## config.mk

```make
export PLATFORM = sky130hd
export DESIGN_NAME = serial_frame_rx
export DESIGN_NICKNAME = d
export VERILOG_FILES = /design/src/rtl/serial_frame_rx.sv
export SDC_FILE = /design/constraint.sdc
export NUM_CORES = 1
export LEC_CHECK = 0
export BUFFER_PORTS_ARGS = -buffer_cell sky130_fd_sc_hd__buf_4
export CORE_UTILIZATION = 31
export CTS_CLUSTER_DIAMETER = 40
export DETAILED_ROUTE_END_ITERATION = 12
export GPL_TIMING_DRIVEN = 0
export PLACE_DENSITY = 0.46
export SYNTH_ARGS = -nofsm -noshare
export SYNTH_HDL_FRONTEND = slang
export SYNTH_SLANG_ARGS = --single-unit
```

## constraint.sdc

```tcl
create_clock -name clk -period 1.9 [get_ports clk]
set_input_delay 0.38 -clock clk [delete_from_list [all_inputs] [get_ports clk]]
set_output_delay 0.38 -clock clk [all_outputs]
set_load 0.005 [all_outputs]
```

## src/rtl/serial_frame_rx.sv

```systemverilog
// Serial frame receiver: start bit, DATA_BITS data bits (LSB first), optional parity, STOP_BITS stop bits.
// Parity bit and parity_err are present only when SERIAL_FRAME_RX_PARITY_EN is defined.
module serial_frame_rx #(
    parameter int DATA_BITS  = 8,
    parameter int STOP_BITS  = 1,
    parameter int PARITY_ODD = 0,
    parameter int ERR_CNT_W  = 8
) (
    input  logic                 clk,
    input  logic                 reset,
    input  logic                 in,
    output logic                 done,
    output logic [DATA_BITS-1:0] data,
    output logic                 frame_err,
    output logic                 parity_err,
    output logic [ERR_CNT_W-1:0] err_count
);

    localparam int IDX_W = (DATA_BITS > 1) ? $clog2(DATA_BITS) : 1;
    localparam logic [IDX_W-1:0] LAST_DATA = IDX_W'(DATA_BITS - 1);
    localparam logic [IDX_W-1:0] LAST_STOP = IDX_W'(STOP_BITS - 1);
    localparam logic PARITY_SENSE = (PARITY_ODD != 0);

    localparam logic [2:0] ST_START  = 3'd0;
    localparam logic [2:0] ST_DATA   = 3'd1;
    localparam logic [2:0] ST_PARITY = 3'd2;
    localparam logic [2:0] ST_STOP   = 3'd3;
    localparam logic [2:0] ST_DONE   = 3'd4;
    localparam logic [2:0] ST_PERR   = 3'd5;
    localparam logic [2:0] ST_ERR    = 3'd6;

    logic [2:0]           state_q, state_d;
    logic [IDX_W-1:0]     idx_q, idx_d;
    logic [DATA_BITS-1:0] shift_q, shift_d;
    logic [DATA_BITS-1:0] data_q, data_d;
    logic                 par_bad_q, par_bad_d;
    logic                 err_seen_q, err_seen_d;
    logic [ERR_CNT_W-1:0] cnt_q, cnt_d;

    always_comb begin
        state_d    = state_q;
        idx_d      = idx_q;
        shift_d    = shift_q;
        data_d     = data_q;
        par_bad_d  = par_bad_q;
        // Remembers that ERR was already occupied, so frame_err fires only once.
        err_seen_d = (state_q == ST_ERR);
        cnt_d      = cnt_q;

        case (state_q)
            ST_START: begin
                if (!in) begin
                    state_d   = ST_DATA;
                    idx_d     = '0;
                    par_bad_d = 1'b0;
                end
            end
            ST_DATA: begin
                shift_d[idx_q] = in;
                if (idx_q == LAST_DATA) begin
                    idx_d = '0;
`ifdef SERIAL_FRAME_RX_PARITY_EN
                    state_d = ST_PARITY;
`else
                    state_d = ST_STOP;
`endif
                end else begin
                    idx_d = idx_q + IDX_W'(1);
                end
            end
            ST_PARITY: begin
                par_bad_d = (((^shift_q) ^ in) != PARITY_SENSE);
                state_d   = ST_STOP;
            end
            ST_STOP: begin
                if (!in) begin
                    state_d = ST_ERR;
                end else if (idx_q == LAST_STOP) begin
                    if (par_bad_q) begin
                        state_d = ST_PERR;
                    end else begin
                        state_d = ST_DONE;
                        data_d  = shift_q;
                    end
                end else begin
                    idx_d = idx_q + IDX_W'(1);
                end
            end
            ST_DONE, ST_PERR: begin
                // A start bit here begins the next frame with no idle cycle.
                if (!in) begin
                    state_d   = ST_DATA;
                    idx_d     = '0;
                    par_bad_d = 1'b0;
                end else begin
                    state_d = ST_START;
                end
            end
            ST_ERR: begin
                if (in) state_d = ST_START;
            end
            default: state_d = ST_START;
        endcase

        if ((frame_err || parity_err) && (cnt_q != {ERR_CNT_W{1'b1}})) begin
            cnt_d = cnt_q + ERR_CNT_W'(1);
        end
    end

    always_ff @(posedge clk) begin
        if (reset) begin
            state_q    <= ST_START;
            idx_q      <= '0;
            shift_q    <= '0;
            data_q     <= '0;
            par_bad_q  <= 1'b0;
            err_seen_q <= 1'b0;
            cnt_q      <= '0;
        end else begin
            state_q    <= state_d;
            idx_q      <= idx_d;
            shift_q    <= shift_d;
            data_q     <= data_d;
            par_bad_q  <= par_bad_d;
            err_seen_q <= err_seen_d;
            cnt_q      <= cnt_d;
        end
    end

    assign done      = (state_q == ST_DONE);
    assign frame_err = (state_q == ST_ERR) && !err_seen_q;
`ifdef SERIAL_FRAME_RX_PARITY_EN
    assign parity_err = (state_q == ST_PERR);
`else
    assign parity_err = 1'b0;
`endif
    assign data      = data_q;
    assign err_count = cnt_q;

endmodule

```

After elaboration in Yosys (flattened, before gate mapping) --
Cells that the tools add are included.
Word-level totals: register bits after elaboration 32
Cells by class: multiplexer cells 18, $add $sub $neg 2, reductions and logical operators 15, eq/ne operators 15, $lt $le $gt $ge 2, bitwise operators 2
Operators by type and width (number):
- two-way mux 3 bit | 9
- case mux 3 bit (6 select lines) | 1
- equality test 3 bit (second input constant) | 4
- != test 2 bit (second input constant) | 6
- AND reduction 4 bit | 3
- case mux 3 bit (3 select lines) | 1
- adder 8 x 1 -> 8 bit (second input constant) | 1
- bitwise mux 8 bit | 1
- != test 8 bit (second input constant) | 1
- XOR reduction 8 bit | 1
- equality test 3 x 2 -> 1 bit (second input constant) | 2
- logical NOT 3 bit | 2
- less-than comparator 3 x 4 -> 1 bit (second input constant) | 1
- two-way mux 1 bit | 4
- adder 3 x 1 -> 3 bit (second input constant) | 1
- demux 1 bit (select 3 bit) | 1
- equality test 3 x 1 -> 1 bit (second input constant) | 1
- greater-or-equal comparator 3 x 1 -> 1 bit (second input constant) | 1
- logical AND 1 bit | 3
- != test 3 bit (second input constant) | 1
- nonzero test 3 bit | 1
- OR reduction 3 bit | 1
- case mux 1 bit (2 select lines) | 1
- AND reduction 2 bit | 1
- 5 further kinds | 5

Logic depth before layout (Yosys ltp) --
word-level depth 5, depth in mapped cells 6, mapped depth without buffers 6

Worst setup path after synthesis --
Ideal clock, no wire load.
path kind register to register, from register idx_q[0], to register idx_q[2], buffers on the path 0, stages on the path, launching flop included 5, slack 0.443 ns, data arrival time 1.383 ns, period minus slack after synthesis 1.457 ns, cells stage by stage dfxtp_1 ha_1 ha_1 or3b_2 a31oi_1
Between the ends: longest elaborated chain between the ends 4, elaborated cells between the ends (all ways) 9, those cells by class add/sub: 1; eq/ne: 2; mux: 4; reduce/logical: 2
Ends and longest elaborated chain:
- from (decl) | line 33 | logic [IDX_W-1:0] idx_q, idx_d;
- from (signal assigned) | line 121 | idx_q <= idx_d;
- adder 3 x 1 -> 3 bit | line 68, 86
- two-way mux 3 bit | line 78 | end else if (idx_q == LAST_STOP) begin
- two-way mux 3 bit | line 76 | if (!in) begin
- case mux 3 bit (3 select lines) | line 50 | case (state_q)
Several ways; a longest one is shown, not always the timed one. The select of a mux whose other input is x is not followed. A chain may end at the register's enable or synchronous reset.

Worst setup path after layout --
from register state_q[0], to output done
Between the ends: longest elaborated chain between the ends 1
Ends and longest elaborated chain:
- from (decl) | line 32 | logic [2:0] state_q, state_d;
- from (signal assigned) | line 120 | state_q <= state_d;
- equality test 3 bit | line 130 | assign done = (state_q == ST_DONE);
- to (decl) | line 12 | output logic done,
No other way between the ends.

==> results.txt <==
- The worst setup path is launched from a register.
- Dividing the synthesized area by the synthesized cell count gives 8.597 µm².
* Share of power burned in the clock network: 0.456
* P per Cell Area: 701.0 mW/mm²
* RSZ-0062 raised after global routing: false
- The clock reaches the later pin of the worst-skew pair after 0.29 ns.
- Most repeated cell in the gate-level netlist after synthesis: dfxtp_1
- Total count of hold-check failures in the final report: 0
- After clock tree synthesis, the flow added hold-fix buffers numbering 0.
* Critical-path cell with the highest stage delay: dfxtp_1
- The net count of the finished layout is 228.
- The number of antenna violations at the first check in global routing was 0.
* Filler Cell Count: 557
* Register area share after synthesis: 0.3841
* Total standard cell area after synthesis: 0.001668 mm²
- Die width: 75.35 µm
- Using the TritonRoute via totals, the vias-per-cell ratio works out to 4.784.
- Diode count: 0
* First DRT Iteration DRCs: 63
- Pin slew with the least headroom to its limit: 0.5643 ns
- Leakage power figure: 0.8388 nW
- VDD sags by at most 0.2738 mV.
- Top cells by area in the synthesized netlist: dfxtp_1, mux2i_1, nor2_1
- Counting flops and latches in the post-synthesis netlist gives 32.
- Max-cap violations in this run came to 0.
- Net switching power of the design: 0.0003158 W
- After synthesis, the share of flip-flops with an asynchronous set or reset is 0.
* Post-DP HPWL: 2.718 mm
* Comb pwr share: 0.060
- Largest net degree at the start of global routing: 11
- Detailed-route wire length: 3.774 mm
- GPL Wtd Cong: 0.8363
- Total number of clock tree sinks: 32
* CP cell instances: clkbuf_2 -> nand2b_1 -> nor2_1 -> buf_4
* Final worst path period share: 0.9161
* Setup TNS: 0 ns
- CTS tree: done
- Grt ovf: 0
- When the netlist entered floorplanning its net count stood at 201.
- Buffer depth of the longest clock path: 2
* Setup-failing EPs final: 0
* Seq. cell area: 640.6 µm²
- Internal cell power: 0.001097 W
- Io pins: 22
- DRT Pass-1 Iters: 4
- Post-CTS setup buffer count: 0
* Full die area: 0.005678 mm²
- The number of clock buffers added by TritonCTS is 5.
- Number of design rule violations left after detail routing: 0
* Sw Ratio: 0.2235
* Layout cell share with drive strength beyond 1: 0.1712
- Total number of placement rows: 26
* Worst min path class: input pin to register
* Result of the run: finished, final reports clean
- Die height: 75.35 µm
- CTS built an H-tree with a depth of 2.
- Dividing the detail-routed wire length by the instance count gives 12.92 µm.
* Largest area contributor in the netlist: dfxtp_1
- The commonest cells after synthesis are dfxtp_1, nor2_1, nand2_1.
- Most used flip-flop cell after synthesis: dfxtp_1
- The initial utilization of the core area, before any placement, comes to 0.3245.
- The critical path is of the register to output pin type.
* Count of final max-slew check failures: 0
* IO Port Bufs: 20
- Derived from the worst setup path, the maximum achievable clock frequency is 0.5745 GHz.
- Once detail routing completed, the nets flagged for antenna violations numbered 0.
- First-pass GRT wire length: 6.072 mm
* Required time at the endpoint of the critical path: 1.52 ns
- Global router's overall resource usage: 0.1467
- The via count of the first global-routing pass came to 1,276.
* Post-synth top area share: 0.3841
* Post-synthesis cell count: 194
* Critical path arrival: 1.36 ns
- The worst setup path is captured at an output pin.
- Clock root buffer: clkbuf_8
- Headroom to the max-slew limit came out at 0.6238.
* Total via count after detailed routing: 1,397
- The share of total power dissipated in sequential elements is 0.484.
- The multi-input combinational cells in the finished layout cover a total of 962.2 µm².
- Post-synth EDFFs: 0
- # resized after CTS: 0
- In this run, distinct cell masters in the synthesized netlist total 42.
- The clock arrives with 0.009067 ns of skew.
- Number of warning messages in the yosys log: 0
- Compared with the post-synthesis result, the final layout area differs by 20.85%.
- The smallest clock period supported by the final layout is computed as 1.740 ns.
- In this design, the stage delay of the slowest critical-path cell is 0.46 ns.
* Worst reg2reg setup slack: 0.18 ns
* Core area: 0.005140 mm²
* Crit Path Max Fanout: 10
* Final core occ: 0.3922
- After clock tree synthesis, the clock-pin slew on the worst setup and hold paths is 0.07 ns.
==> cells by family (layout without fill, tap and decap cells) <==
kind of cell,Yosys count,after routing,share of synthesized area
compound gates,34,34,0.1335
xor+xnor,12,12,0.07127
fa+ha+maj,4,4,0.03001
buf+inv,15,43,0.03900
flops,32,32,0.3841
mux,11,11,0.06602
other cells,1,1,0.002248
simple gates,85,85,0.2738
==> cell usage in the layout (no fill, tap or decap), types with 5 or more instances in the layout <==
cell       n
clkbuf_8   5
nor2b_1    5
nor2_1    26
xor2_1     6
dfxtp_1   32
buf_4     22
nand2_1   17
mux2i_1   11
o21ai_0    5
nand2b_1   5
xnor2_1    5
a21oi_1   14
clkbuf_1   6
nand3_1   11
==> path summary, 6_finish.rpt <==
| check | from | endpoint | cells past startpoint |
|---|---|---|---|
| worst max-delay path | state_q[0]$_SDFFE_PP0P_ | done | 4 |
| worst min-delay path | reset | state_q[0]$_SDFFE_PP0P_ | 3 |
| worst max register to register | idx_q[0]$_SDFFE_PP0P_ | data[2]$_SDFFE_PP0P_ | 6 |
| worst min register to register | shift_q[1]$_SDFFE_PP0P_ | shift_q[1]$_SDFFE_PP0P_ | 2 |
==> layer usage <==
layer  GRT usage  wire length, µm  vias up
li1            -                -      728
met1      0.1762             1740      638
met2      0.2540             1840       26
met3     0.03968              147        5
met4     0.04938               45        0
met5           0                0        -
==> power groups by stage <==
stage                     Clock (W)  Sequential (W)  Combinational, W
after floorplan                   0        0.000696         0.0000610
after global placement            0        0.000699         0.0000838
after detailed placement          0        0.000699         0.0000842
after CTS                  0.000664        0.000683         0.0000850
after global routing       0.000702        0.000684         0.0000947
final                      0.000645        0.000683         0.0000849
==> worst max-delay path: cells and delay by family (launching register included) <==
family | cells | cell delay, ns
buf+inv | 2 | 0.41
flops | 1 | 0.46
simple gates | 2 | 0.21
==> state kept, by name, indices dropped and copies added (netlist names) <==
name / cells
data: 8
err_count: 8
shift_q: 8
idx_q: 3
state_q: 3
err_seen_q: 1
par_bad_q: 1
==> final cells by class <==
| type | count | share of cell area |
|---|---|---|
| Clock buffer | 6 | 0.03600 |
| Sequential cell | 32 | 0.3178 |
| Multi-Input combinational cell | 147 | 0.4773 |
| Timing Repair Buffer | 20 | 0.07449 |
| Buffer | 11 | 0.02607 |
| Tap cell | 70 | 0.04345 |
| Clock inverter | 2 | 0.01738 |
| Inverter | 4 | 0.007449 |
==> through the flow <==
stage | power [W] | cell area (µm²) | hold WS (ns) | setup WS (ns) | std cells
after floorplan | 0.0007572 | 1668 | 0.4561 | 0.4429 | 194
after global placement | 0.0007826 | 1906 | 0.4740 | 0.2048 | 284
after detailed placement | 0.0007828 | 1906 | 0.4758 | 0.1923 | 284
after CTS | 0.001432 | 2013 | 0.3672 | 0.03826 | 292
after global routing | 0.001481 | 2016 | 0.3878 | 0.03208 | 292
final | 0.001413 | 2016 | 0.3714 | 0.1595 | 292
No activity file was read; power rests on OpenSTA's default activity.
